### config.mk
export PLATFORM = sky130hd
export DESIGN_NAME = instr_sequencer
export DESIGN_NICKNAME = d
export VERILOG_FILES = /design/src/rtl/instr_sequencer_pkg.sv /design/src/rtl/mem_timeout_counter.sv /design/src/rtl/instr_sequencer.sv
export SDC_FILE = /design/constraint.sdc
export NUM_CORES = 1
export LEC_CHECK = 0
export BUFFER_PORTS_ARGS = -buffer_cell sky130_fd_sc_hd__buf_2
export CAP_MARGIN = 10
export CORE_MARGIN = 2
export CORE_UTILIZATION = 46
export DETAILED_ROUTE_END_ITERATION = 10
export MAX_ROUTING_LAYER = met4
export PLACE_DENSITY_LB_ADDON = 0.12
export SLEW_MARGIN = 20
export SYNTH_ARGS = -nofsm -noshare
export SYNTH_HDL_FRONTEND = slang
export SYNTH_SLANG_ARGS = --single-unit
### constraint.sdc
create_clock -name clk -period 1.6 [get_ports clk]
set_input_delay 0.32 -clock clk [delete_from_list [all_inputs] [get_ports clk]]
set_output_delay 0.32 -clock clk [all_outputs]
set_load 0.03 [all_outputs]
### src/rtl/instr_sequencer_pkg.sv
// Shared definitions for the instruction sequencer: state encoding and
// wait-counter sizing helper.
package instr_sequencer_pkg;

  typedef logic [2:0] SeqState_t;

  localparam SeqState_t S_IDLE    = 3'd0;
  localparam SeqState_t S_FETCH   = 3'd1;
  localparam SeqState_t S_DECODE  = 3'd2;
  localparam SeqState_t S_MEM     = 3'd3;
  localparam SeqState_t S_LOAD_WB = 3'd4;
  localparam SeqState_t S_HALT    = 3'd5;

  // Wide enough to hold the value `timeout` itself; never zero bits.
  function automatic int timeout_cnt_width(input int timeout);
    return (timeout < 1) ? 1 : $clog2(timeout + 1);
  endfunction

endpackage

### src/rtl/mem_timeout_counter.sv
// Saturating wait counter for memory requests; flags when a request has
// waited MEM_TIMEOUT cycles without mem_ready.
module mem_timeout_counter
  import instr_sequencer_pkg::*;
#(
  parameter int MEM_TIMEOUT = 255
) (
  input  logic clk,
  input  logic clear,
  input  logic count,
  output logic expired
);

  localparam int              W     = timeout_cnt_width(MEM_TIMEOUT);
  localparam logic [W-1:0]    LIMIT = W'(MEM_TIMEOUT);

  logic [W-1:0] cnt_q;

  // NOTE: sequential state uses non-blocking assignments so every flop
  // samples the pre-edge values of its inputs.
  always_ff @(posedge clk) begin
    if (clear) begin
      cnt_q <= '0;
    end else if (count && (cnt_q != LIMIT)) begin
      cnt_q <= cnt_q + W'(1);
    end
  end

  // Fires in the cycle whose unanswered wait brings the count to LIMIT,
  // so a mem_ready in that same cycle (count=0) always wins.
  assign expired = (MEM_TIMEOUT != 0) && count && (cnt_q == LIMIT - W'(1));

endmodule

### src/rtl/instr_sequencer.sv
// Multi-cycle instruction sequencer: fetch, decode, optional data access and
// load write-back, with a memory wait timeout that halts on a bus error.
module instr_sequencer
  import instr_sequencer_pkg::*;
#(
  parameter int MEM_TIMEOUT = 255
) (
  input  logic clk,
  input  logic reset,
  input  logic mem_ready,
  input  logic IsLoad,
  input  logic IsStore,
  input  logic RegWriteDec,
  input  logic IllegalInstr,
  output logic mem_valid,
  output logic mem_instr,
  output logic AddrSrc,
  output logic IRWrite,
  output logic LoadDataWrite,
  output logic MemWrite,
  output logic RegWrite,
  output logic PCUpdate,
  output logic ICycleInc,
  output logic halted,
  output logic bus_error
);

  SeqState_t state_q, state_d;
  logic      reset_q;
  logic      is_load_q, is_store_q;
  logic      load_access;
  logic      timeout_clear, timeout_count, timeout_expired;

  // A store flag wins if the decoder ever asserts both.
  assign load_access = is_load_q && !is_store_q;

  always_comb begin
    state_d = state_q;
    case (state_q)
      // Hold IDLE for one full cycle after reset is released.
      S_IDLE:    if (!reset_q) state_d = S_FETCH;
      S_FETCH: begin
        if (mem_ready)            state_d = S_DECODE;
        else if (timeout_expired) state_d = S_HALT;
      end
      S_DECODE: begin
        if (IllegalInstr)            state_d = S_HALT;
        else if (IsLoad || IsStore)  state_d = S_MEM;
        else                         state_d = S_FETCH;
      end
      S_MEM: begin
        if (mem_ready)            state_d = load_access ? S_LOAD_WB : S_FETCH;
        else if (timeout_expired) state_d = S_HALT;
      end
      S_LOAD_WB: state_d = S_FETCH;
      S_HALT:    state_d = S_HALT;
      default:   state_d = S_IDLE;
    endcase
  end

  always_comb begin
    // NOTE: every output gets a default before the case so no path through
    // this block can leave one unassigned and infer a latch.
    mem_valid     = 1'b0;
    mem_instr     = 1'b0;
    AddrSrc       = 1'b0;
    IRWrite       = 1'b0;
    LoadDataWrite = 1'b0;
    MemWrite      = 1'b0;
    RegWrite      = 1'b0;
    PCUpdate      = 1'b0;
    ICycleInc     = 1'b0;
    case (state_q)
      S_FETCH: begin
        mem_valid = 1'b1;
        mem_instr = 1'b1;
        IRWrite   = mem_ready;
      end
      S_DECODE: begin
        if (!IllegalInstr && !IsLoad && !IsStore) begin
          RegWrite  = RegWriteDec;
          PCUpdate  = 1'b1;
          ICycleInc = 1'b1;
        end
      end
      S_MEM: begin
        mem_valid = 1'b1;
        AddrSrc   = 1'b1;
        MemWrite  = is_store_q;
        if (mem_ready) begin
          if (load_access) begin
            LoadDataWrite = 1'b1;
          end else begin
            PCUpdate  = 1'b1;
            ICycleInc = 1'b1;
          end
        end
      end
      S_LOAD_WB: begin
        RegWrite  = 1'b1;
        PCUpdate  = 1'b1;
        ICycleInc = 1'b1;
      end
      default: ;
    endcase
  end

  always_ff @(posedge clk) begin
    reset_q <= reset;
    if (reset) begin
      state_q    <= S_IDLE;
      is_load_q  <= 1'b0;
      is_store_q <= 1'b0;
      halted     <= 1'b0;
      bus_error  <= 1'b0;
    end else begin
      state_q <= state_d;
      if (state_q == S_DECODE) begin
        is_load_q  <= IsLoad;
        is_store_q <= IsStore;
      end
      halted <= (state_d == S_HALT);
      if (timeout_expired) bus_error <= 1'b1;
    end
  end

  // Restart the wait count for every new request and whenever one completes.
  assign timeout_clear = reset || mem_ready ||
                         ((state_d != state_q) && ((state_d == S_FETCH) || (state_d == S_MEM)));
  assign timeout_count = mem_valid && !mem_ready;

  mem_timeout_counter #(
    .MEM_TIMEOUT(MEM_TIMEOUT)
  ) u_timeout (
    .clk     (clk),
    .clear   (timeout_clear),
    .count   (timeout_count),
    .expired (timeout_expired)
  );

endmodule

Word-level counts from Yosys, hierarchy flattened:

Index checks and enable logic that the tools add are counted.

* bits in registers: 16
* bits in latches: 0
* RAM bits: 0
* bits in read-only memories: 0
* input bits: 7
* output and inout port bits: 11
* word-level logic and storage cells: 59
* memories kept: 0

* $add $sub $neg: 1
* multipliers: 0
* div/mod/pow operators: 0
* magnitude comparators: 0
* equality and inequality tests: 11
* shifts and indexed selects: 0
* multiplexer cells: 22
* bitwise operators: 0
* reductions and logical operators: 18

Operator list (number)
* 3-bit 2-to-1 mux: 6
* 3-bit case mux with 6 select lines: 1
* 1-bit 2-to-1 mux: 12
* 3-bit by 2-bit equality test with 1-bit output (second input constant): 3
* 3-bit equality test (second input constant): 3
* 8-bit by 1-bit adder with 8-bit output (second input constant): 1
* 8-bit equality test (second input constant): 1
* 8-bit inequality test (second input constant): 1
* 1-bit logical AND: 7
* 3-bit by 1-bit equality test with 1-bit output (second input constant): 2
* 1-bit logical NOT: 5
* 1-bit logical OR: 4
* 3-bit logical NOT: 1
* 3-bit inequality test: 1
* 1-bit case mux with 3 select lines: 1
* 2-bit 2-to-1 mux: 1
* 1-bit case mux with 2 select lines: 1
* 2-bit OR reduction: 1

Logic depth before layout (Yosys ltp):

Gate-level depths: netlist of run 1.

* depth after elaboration: 12
* depth in mapped cells: 7
* depth with buffers taken out: 7

Cells and area by module:

Synthesis of run 1 repeated with hierarchy kept, for this count alone.

* cells, all modules: 111
* area, all modules: 992.2 µm²

By module, submodules not included
* instr_sequencer: instances 1, cells each 62, area an instance 539.3 µm², sequential area each 160.2 µm²
* mem_timeout_counter: instances 1, cells each 49, area an instance 452.9 µm², sequential area each 160.2 µm²

Worst setup path before layout of run 1:

No wires, ideal clock.

* kind: reg2out
* from: register state_q[1]
* to: output PCUpdate
* arrival time: 1.608 ns
* data required time: 1.280 ns
* setup slack: -0.328 ns
* cell stages (with the launch flop): 7
* buffers on the path: 1
* cells stage by stage: dfxtp_1 -> nor2b_4 -> nand2b_1 -> nor4_1 -> a21oi_1 -> o21ai_0 -> buf_4

* longest elaborated chain between the ends: 2
* elaborated cells on any way between the ends: 4
* classes of those cells: eq/ne: 3; mux: 1

Ends and longest elaborated chain
* start: declaration: line instr_sequencer.sv:28 `SeqState_t state_q, state_d;`
* start signal: assignment: line instr_sequencer.sv:117 `state_q <= state_d;`
* 3-bit equality test or 3-bit by 2-bit equality test with 1-bit output (tied branches)
* 1-bit case mux with 3 select lines (*)
* end: declaration: line instr_sequencer.sv:22 `output logic PCUpdate,`

Mark *: on every way between the ends. The rest lies on a longest branch, timed or not.

Worst setup path in the final report of run 1:

* from: register state_q[1]
* to: output RegWrite

* longest elaborated chain between the ends: 2
* elaborated cells on any way between the ends: 3
* classes of those cells: eq/ne: 2; mux: 1

Ends and longest elaborated chain
* 3-bit equality test or 3-bit by 2-bit equality test with 1-bit output (tied branches): line instr_sequencer.sv:73 `case (state_q)`
* 1-bit case mux with 2 select lines (*): line instr_sequencer.sv:73
* end: declaration: line instr_sequencer.sv:21 `output logic RegWrite,`

Marks and branches as above.

==> results.py, run 1 <==
metrics = {
    "setup_path": {
        "crit_path_start_kind": "flip-flop",
        "r2r_end": "u_timeout.cnt_q[4]",
        "path_class": "reg -> out",
        "cp-end-kind": "output port",
        "r2r-start": "state_q[1]",
        "worstPathArrival_ns": 1.50,
        "reg2reg_setup_slack_ns": -0.03,
        "cp_max_fo": 4,
        "reg2reg_depth": 7,
        "cp_data_required_time_ns": 1.28,
    },
    "worst_hold_path": {
        "hp-class": "in -> reg",
        "worst_hold_path.num_cells": 1,
        "hold_path_end": "reset_q",
        "hp-start": "reset",
    },
    "power": {
        "vdd_drop_max_mv": 0.568,
        "pwr_density_cell_nw_per_um2": 686,
        "pwr-share-seq_pct": 45.5,
        "pwr-share-clk_pct": 29.2,
        "leakagePower_nw": 0.567,
        "p_total_w": 0.000920,
        "comb_power_share_pct": 25.3,
        "switching_share_pct": 27.3,
        "p_sw_w": 0.000252,
        "internal_power_w": 0.000669,
    },
    "global_route": {
        "grt-ovfl-total": 0,
        "grt_max_degree": 12,
        "grt_pass1_wl_um": 3640,
        "grt_use_total_pct": 24.1,
        "grt_pass1_vias": 843,
        "antenna_found_initial": 0,
    },
    "placement": {
        "place_inst": 160,
        "port_buffers": 17,
        "gp_congestion": 0.857,
        "dpl.hpwl_um": 1590,
        "place_area_um2": 1110,
    },
    "layout": {
        "layout-drive-gt1-share_pct": 45.6,
        "nNetsFinal": 159,
        "stdcell_count": 174,
        "final_common_cell": "buf_4",
        "area_delta_synth_final_pct": 50.6,
        "fin_area_um2": 1340,
        "final_cell_mix": "23 x buf_4, 13 x dfxtp_1, 12 x buf_6",
        "diodes": 0,
    },
    "clock_network": {
        "cts_root_buf": "clkbuf_4",
        "cts_buffers": 3,
        "cts_tree": "yes",
        "cts_sinks": 16,
        "clock_latency_ns": 0.29,
        "clkTransAtPathRegs_ns": 0.09,
        "htreeDepth": 1,
        "clock_tree.buffer_depth": 2,
    },
    "floorplan": {
        "dieArea_um2": 2300,
        "start_util_pct": 50.0,
        "chipHeight_um": 48.0,
        "ioPinCount": 18,
        "die_width_um": 48.0,
        "num_rows": 15,
        "core_area_um2": 1780,
    },
    "sta": {
        "finalWorstSetupSlack_ns": -0.216,
        "rsz0062_at_grt": "true",
        "worst_slew_pin_slew_ns": 0.246,
        "finalMaxSlewViolations": 0,
        "clock_skew_ns": 0.00609,
        "setup_viol": 16,
        "final_hold_viol_count": 0,
        "slew_headroom_pct": 83.1,
        "finalCritPeriodShare_pct": 114,
        "max_freq_mhz": 551,
        "period_minus_slack_ns": 1.82,
    },
    "outcome": {
        "violations": "negative setup slack",
        "status": "finished, violations left",
    },
    "yosys": {
        "synth_top_area_share_pct": 36.0,
        "syn_area_um2": 891,
        "syn-instance-count": 105,
        "synth_warnings": 0,
        "ys_types": 35,
        "synth_top_area_cell": "dfxtp_1",
        "seq_area_frac_synth_pct": 36.0,
        "syn-num-nets": 114,
        "syn_avg_cell_area_um2": 8.48,
        "ys_seq_elements": 16,
        "yosys-top-cells-area": "dfxtp_1 36%, nor2_1 5.5%, nand2_1 5.1%",
    },
    "drt": {
        "post_drt_via_cell_ratio": 5.43,
        "wl_per_cell_um": 14.9,
        "vias": 944,
        "routed_wl_um": 2590,
        "drc": 0,
        "first_iter_violations": 15,
        "ant_nets": 0,
        "dr.pass1.iters": 4,
    },
    "flow_run": {
        "max_cap_violations": 0,
    },
}
worst max-delay path by stage:
stage | from | to | slack, ns | cells after the start
2_1_floorplan | state_q[1] | PCUpdate | -0.12 | 6
3_3_place_gp | state_q[1] | ICycleInc | -0.07 | 7
3_5_place_dp | state_q[1] | PCUpdate | -0.07 | 7
4_1_cts | state_q[1] | RegWrite | -0.18 | 7
5_1_grt | state_q[1] | PCUpdate | -0.31 | 7
6_report | state_q[1] | RegWrite | -0.22 | 7
through the flow:
stage          setup TNS [ns]  hold slack [ns]  setup slack, ns  util (%)
6_report               -0.997            0.222           -0.216      75.2
5_1_grt                 -1.99            0.213           -0.312      75.2
4_1_cts                -0.624            0.218           -0.183      68.7
3_5_place_dp           -0.432            0.446          -0.0669      62.5
3_3_place_gp           -0.189            0.432          -0.0663      62.5
2_1_floorplan          -0.295            0.348           -0.117         -
sequential cells by signal, indices dropped and copies added, names as in the netlist:
register	flops
state_q	3
halted	1
is_store_q	1
reset_q	1
bus_error	1
u_timeout.cnt_q	8
is_load_q	1
routing by layer:
layer  vias up  GRT usage [%]  share of wire (%)
met3         7           4.53                3.7
met5         -              -                  0
met2        32           37.6                 49
met4         0           11.4                2.8
li1        459              -                  -
met1       446           29.8                 44
synthesized netlist by cell type (all sizes together):
library cell	count
nand4	6
clkbuf	1
a211oi	2
o21a	1
nor2	14
dfxtp	16
o31ai	1
a21o	1
xor2	1
nand2b	2
nor3b	3
xnor2	2
nor3	5
a21oi	8
and2b	2
and4	1
inv	4
a221o	2
a221oi	1
nor2b	5
mux2i	1
buf	3
nand2	12
o211a	1
nand3	2
ha	2
and3	3
o21ai	2
nor4	1
worst max-delay path, cell delays in order, from the launching register on:
cell	delay, ns
dfxtp_2	0.34
nor2b_4	0.17
nand2b_1	0.10
nor4_2	0.15
buf_4	0.15
nand2_1	0.05
o21ai_1	0.07
buf_4	0.17
timing repair:
item | 4_1_cts | 5_1_grt
endpoints found under the setup margin | 16 | 17
hold buffers | 0 | 0
pin swaps | 0 | 4
gates resized for setup | 17 | 22
buffers inserted | 3 | 8
power groups by stage:
stage	Clock, W	Combinational (W)	Sequential [W]
after floorplan	0	0.000108	0.000425
after global placement	0	0.000162	0.000428
after detailed placement	0	0.000166	0.000428
after CTS	0.000272	0.000184	0.000419
after global routing	0.000289	0.000249	0.000419
final	0.000269	0.000233	0.000419
cell families (layout without fill, tap and decap cells):
| family | count (synthesis) | count (layout) | synth area share [%] |
|---|---|---|---|
| adder cells (fa/ha/maj) | 2 | 2 | 2.81 |
| XOR/XNOR | 3 | 3 | 2.95 |
| AND/OR/NAND/NOR | 56 | 56 | 35.1 |
| flip-flops | 16 | 16 | 36.0 |
| multiplexers | 1 | 1 | 1.12 |
| AO/OA/AOI/OAI | 19 | 19 | 17.0 |
| buffers and inverters | 8 | 52 | 5.05 |
cell type report:
class,instances,area [µm²]
Timing Repair Buffer,44,353
Sequential cell,16,327
Tap cell,25,31.3
Inverter,4,15.0
Fill cell,134,442
Multi-Input combinational cell,81,579
Clock buffer,4,36.3
No activity file was read; power rests on OpenSTA's default activity.
==> run 2: changes to the inputs <==
MAX_ROUTING_LAYER = not set   (was met4)
==> run 2 against run 1 <==
Compared with the run above:
- the run still ends with negative setup slack left
- cell count unchanged
- critical path depth unchanged
- sequential share of layout area unchanged
- clock-buffer cell count unchanged
- worst setup slack about the same
==> results.py, run 2 (synthesis gave the netlist of run 1 again) <==
metrics = {
    "outcome": {
        "status": "finished, violations left",
        "violations": "negative setup slack",
    },
    "placement": {
        "dpl.hpwl_um": 1590,
        "dp_slack_ns": -0.0669,
        "port_buffers": 17,
        "gp_congestion": 0.844,
        "place_area_um2": 1110,
    },
    "sta": {
        "clock_skew_ns": 0.00612,
        "max_freq_mhz": 551,
        "slew_headroom_pct": 83.1,
        "hold_ws_ns": 0.222,
        "finalCritPeriodShare_pct": 114,
        "worst_slew_pin_slew_ns": 0.246,
        "rsz0062_at_grt": "true",
        "period_minus_slack_ns": 1.82,
        "final_hold_viol_count": 0,
        "finalMaxSlewViolations": 0,
        "setup_viol": 16,
        "tns_ns": -0.997,
        "finalWorstSetupSlack_ns": -0.216,
    },
    "floorplan": {
        "chipHeight_um": 48.0,
        "die_width_um": 48.0,
        "ioPinCount": 18,
        "num_rows": 15,
        "start_util_pct": 50.0,
        "core_area_um2": 1780,
        "dieArea_um2": 2300,
    },
    "setup_path": {
        "crit_family": "simple AND/OR/NAND/NOR gates",
        "path_class": "reg -> out",
        "path_cells": "nor2b_4 > nand2b_1 > nor4_2 > buf_4 > nand2_1 > o21ai_1 > buf_4",
        "cp-end-kind": "output port",
        "critPathBufInv": 2,
        "cp_data_required_time_ns": 1.28,
        "crit_path_start_kind": "flip-flop",
        "worstPathArrival_ns": 1.50,
        "crit_top_cell": "buf_4",
        "cpPeakStageDelay_ns": 0.34,
        "cp_slowest_cell": "dfxtp_2",
        "cp_max_fo": 4,
    },
    "global_route": {
        "grt.busiest_layer": "met2",
        "grt_pass1_vias": 843,
        "grt_use_total_pct": 23.4,
        "grt_use_met3_pct": 4.53,
        "grt_max_degree": 12,
        "met2_usage_pct": 37.6,
        "grt_pass1_wl_um": 3640,
        "grt-ovfl-total": 0,
        "antenna_found_initial": 0,
        "met1_usage_pct": 29.8,
    },
    "power": {
        "pwr-share-seq_pct": 45.5,
        "leakagePower_nw": 0.567,
        "pwr-share-clk_pct": 29.2,
        "p_sw_w": 0.000252,
        "switching_share_pct": 27.3,
        "pwr_density_cell_nw_per_um2": 686,
        "internal_power_w": 0.000669,
        "vdd_drop_max_mv": 0.568,
        "comb_power_share_pct": 25.3,
    },
    "clock_network": {
        "cts_tree": "yes",
        "clock_tree.buffer_depth": 2,
        "cts_root_buf": "clkbuf_4",
        "cts_sinks": 16,
        "htreeDepth": 1,
        "cts_buffers": 3,
        "clock_latency_ns": 0.29,
        "clkTransAtPathRegs_ns": 0.09,
        "cts_hold_buf": 0,
    },
    "layout": {
        "final_common_cell": "buf_4",
        "area_delta_synth_final_pct": 50.6,
        "diodes": 0,
        "fin_area_um2": 1340,
        "layout-drive-gt1-share_pct": 45.6,
        "final_cell_mix": "23 x buf_4, 13 x dfxtp_1, 12 x buf_6",
        "max_flop_register": "u_timeout.cnt_q",
        "reg_top3": "u_timeout.cnt_q: 8 flops, state_q: 3 flops",
        "largest_register_ffs": 8,
        "post-route-util_pct": 75.2,
        "nNetsFinal": 159,
    },
    "flow_run": {
        "max_cap_violations": 0,
    },
    "drt": {
        "routed_wl_um": 2590,
        "post_drt_via_cell_ratio": 5.43,
        "vias": 944,
        "first_iter_violations": 15,
        "dr.pass1.iters": 4,
        "drc": 0,
        "wl_per_cell_um": 14.9,
        "ant_nets": 0,
    },
    "worst_hold_path": {
        "hp-class": "in -> reg",
    },
}
## run 2: cell counts in the layout (fill, tap and decap cells not counted)
Identical to the previous run, type by type.
## run 2: timing repair
action	in CTS	in global routing
buffers inserted	3	8
pin swaps	0	4
endpoints found under the setup margin	16	17
gates resized for setup	17	22
## run 2: worst paths after layout
check | startpoint | end | slack [ns] | cells after the start
hold / removal | reset | reset_q | 0.22 | 1
setup / recovery | state_q[1] | RegWrite | -0.22 | 7
setup reg to reg | state_q[1] | u_timeout.cnt_q[4] | -0.03 | 7
hold reg to reg | is_load_q | is_load_q | 0.46 | 2
## run 2: layout make-up
class | instances | area (µm²)
repair buffers | 44 | 353
clock buffers | 4 | 36.3
fillers | 134 | 442
multi-input cells | 81 | 579
well taps | 25 | 31.3
flip-flops and latches | 16 | 327
inverters | 4 | 15.0
## run 2: worst reg2reg max path: stages (launching register included)
cell	delay [ns]
dfxtp_2	0.33
nor2b_4	0.13
buf_4	0.13
and4_4	0.15
a221o_1	0.30
o31ai_4	0.25
buf_6	0.17
nor3b_1	0.06
## run 2: power by group through the flow
stage | combinational, W | clock (W) | sequential, W
detailed placement | 0.000166 | 0 | 0.000428
global placement | 0.000162 | 0 | 0.000428
floorplan | 0.000108 | 0 | 0.000425
global route | 0.000249 | 0.000289 | 0.000419
finish | 0.000233 | 0.000269 | 0.000419
CTS | 0.000184 | 0.000272 | 0.000419
## run 2: metrics by stage
| step | total power (W) | std cells |
|---|---|---|
| floorplan | 0.000532 | 105 |
| global placement | 0.000590 | 160 |
| detailed placement | 0.000594 | 160 |
| CTS | 0.000876 | 167 |
| global route | 0.000957 | 174 |
| finish | 0.000920 | 174 |
## run 2: metal layers
layer  wire (µm)  share of wire (%)
met5           0                  0
met4          73                2.8
met3          96                3.7
met1        1140                 44
met2        1280                 49
==> run 3: changes to the inputs <==
SETUP_SLACK_MARGIN = 0.5   (was not set)
==> run 3 against run 2 <==
Compared with the run above:
- the run still ends with negative setup slack left
- clock-buffer cell count did not move
- clock power is essentially flat
- global-route usage up 2.6 points
- fmax fell by 3.3%
- critical path depth did not move
- sequential cell count unchanged
- via count rose by 5.8%
- sequential share of layout area is 2.8 points lower
- first-iteration DRC count up 6.7%
- power grew 9.6%
- utilization grew 12 points
- cell area is 16% higher
- largest cell class unchanged
- highest routed layer unchanged
==> results.py, run 3 (synthesis gave the netlist of run 1 again) <==
metrics = {
    "setup_path": {
        "cp_data_required_time_ns": 1.28,
        "path_cells": "nor2b_4 > buf_6 > nand2b_4 > nor4_4 > a21oi_2 > o21ai_2 > buf_6",
        "worstPathArrival_ns": 1.56,
        "cp-end-kind": "output port",
        "cp_slowest_cell": "dfxtp_4",
        "cp_max_fo": 3,
        "path_class": "reg -> out",
        "critPathBufInv": 2,
        "cpPeakStageDelay_ns": 0.35,
        "crit_top_cell": "buf_6",
        "crit_family": "simple AND/OR/NAND/NOR gates",
        "crit_path_start_kind": "flip-flop",
    },
    "global_route": {
        "grt_pass1_vias": 909,
        "met2_usage_pct": 50.9,
        "antenna_found_initial": 0,
        "met1_usage_pct": 27.5,
        "grt_pass1_wl_um": 4080,
        "grt.busiest_layer": "met2",
        "grt_use_met3_pct": 3.02,
        "grt_use_total_pct": 26.0,
        "grt-ovfl-total": 0,
        "grt_max_degree": 10,
    },
    "clock_network": {
        "cts_buffers": 3,
        "clock_latency_ns": 0.29,
        "cts_tree": "yes",
        "htreeDepth": 1,
        "cts_hold_buf": 0,
        "cts_sinks": 16,
        "clkTransAtPathRegs_ns": 0.10,
        "cts_root_buf": "clkbuf_4",
        "clock_tree.buffer_depth": 2,
    },
    "drt": {
        "post_drt_via_cell_ratio": 5.68,
        "ant_nets": 0,
        "dr.pass1.iters": 4,
        "first_iter_violations": 16,
        "vias": 999,
        "wl_per_cell_um": 18.1,
        "drc": 0,
        "routed_wl_um": 3180,
    },
    "power": {
        "vdd_drop_max_mv": 0.703,
        "leakagePower_nw": 0.634,
        "pwr_density_cell_nw_per_um2": 646,
    },
    "sta": {
        "worst_slew_pin_slew_ns": 0.333,
        "period_minus_slack_ns": 1.88,
        "setup_viol": 17,
        "clock_skew_ns": 0.00185,
        "slew_headroom_pct": 77.8,
        "hold_ws_ns": 0.251,
        "rsz0062_at_grt": "true",
        "finalCritPeriodShare_pct": 117,
        "max_freq_mhz": 532,
        "final_hold_viol_count": 0,
        "tns_ns": -2.68,
        "finalMaxSlewViolations": 0,
        "finalWorstSetupSlack_ns": -0.279,
    },
    "layout": {
        "final_cell_mix": "28 x buf_6, 12 x buf_4, 9 x dfxtp_1",
        "layout-drive-gt1-share_pct": 66.2,
        "largest_register_ffs": 8,
        "area_delta_synth_final_pct": 75.1,
        "post-route-util_pct": 87.5,
        "fin_area_um2": 1560,
        "stdcell_count": 176,
        "nNetsFinal": 161,
        "diodes": 0,
        "max_flop_register": "u_timeout.cnt_q",
        "final_common_cell": "buf_6",
        "reg_top3": "u_timeout.cnt_q: 8 flops, state_q: 3 flops",
    },
    "floorplan": {
        "chipHeight_um": 48.0,
        "core_area_um2": 1780,
        "num_rows": 15,
        "dieArea_um2": 2300,
        "ioPinCount": 18,
        "die_width_um": 48.0,
        "start_util_pct": 50.0,
    },
    "placement": {
        "dpl.hpwl_um": 1490,
        "place_area_um2": 1150,
        "gp_congestion": 0.818,
        "place_inst": 157,
        "port_buffers": 17,
    },
    "flow_run": {
        "max_cap_violations": 0,
    },
    "outcome": {
        "violations": "negative setup slack",
        "status": "finished, violations left",
    },
    "worst_hold_path": {
        "hp-class": "in -> reg",
    },
}
[run 3: cell count changes in the layout (fill, tap and decap cells not counted), moves of 3 or more]
| cell | change |
|---|---|
| buf_6 | +16 |
| buf_4 | -11 |
| a21oi_2 | +4 |
| nand2_1 | -4 |
| a21oi_1 | -4 |
| dfxtp_1 | -4 |
| nor2_2 | +4 |
| buf_2 | -3 |
| nor2_1 | -4 |
[run 3: final timing paths]
path | slack (ns) | startpoint | to | depth (start not counted)
setup / recovery | -0.28 | state_q[1] | ICycleInc | 7
hold / removal | 0.25 | reset | reset_q | 1
setup reg to reg | -0.20 | state_q[0] | u_timeout.cnt_q[4] | 8
hold reg to reg | 0.47 | bus_error | bus_error | 2
[run 3: where the power goes]
part / switching, W / internal (W) / leakage (nW)
combinational: 0.000157 / 0.000164 / 0.479
clock: 0.000131 / 0.000139 / 0.0210
sequential: 0.0000106 / 0.000406 / 0.134
[run 3: routing by layer]
metal | vias up | share of wire (%)
met5 | - | 0
met4 | 0 | 4.1
met3 | 16 | 6.8
met2 | 52 | 49
met1 | 468 | 40
li1 | 463 | -
[run 3: repair_timing]
action	4_1_cts	5_1_grt
cloned	0	0
setup endpoints to repair	24	26
pin swaps	13	11
resized for setup	56	22
setup buffers	9	6
[run 3: through the flow]
stage          total power, W  worst slack [ns]
6_report              0.00101            -0.279
4_1_cts              0.000944            -0.213
5_1_grt               0.00104            -0.354
3_3_place_gp         0.000603            0.0347
2_1_floorplan        0.000546            0.0253
3_5_place_dp         0.000606            0.0308
[run 3: area by class of cell]
class	count	area (µm²)
inverters	4	15.0
flip-flops and latches	16	337
repair buffers	46	435
multi-input cells	81	706
well taps	25	31.3
clock buffers	4	36.3
fillers	81	223
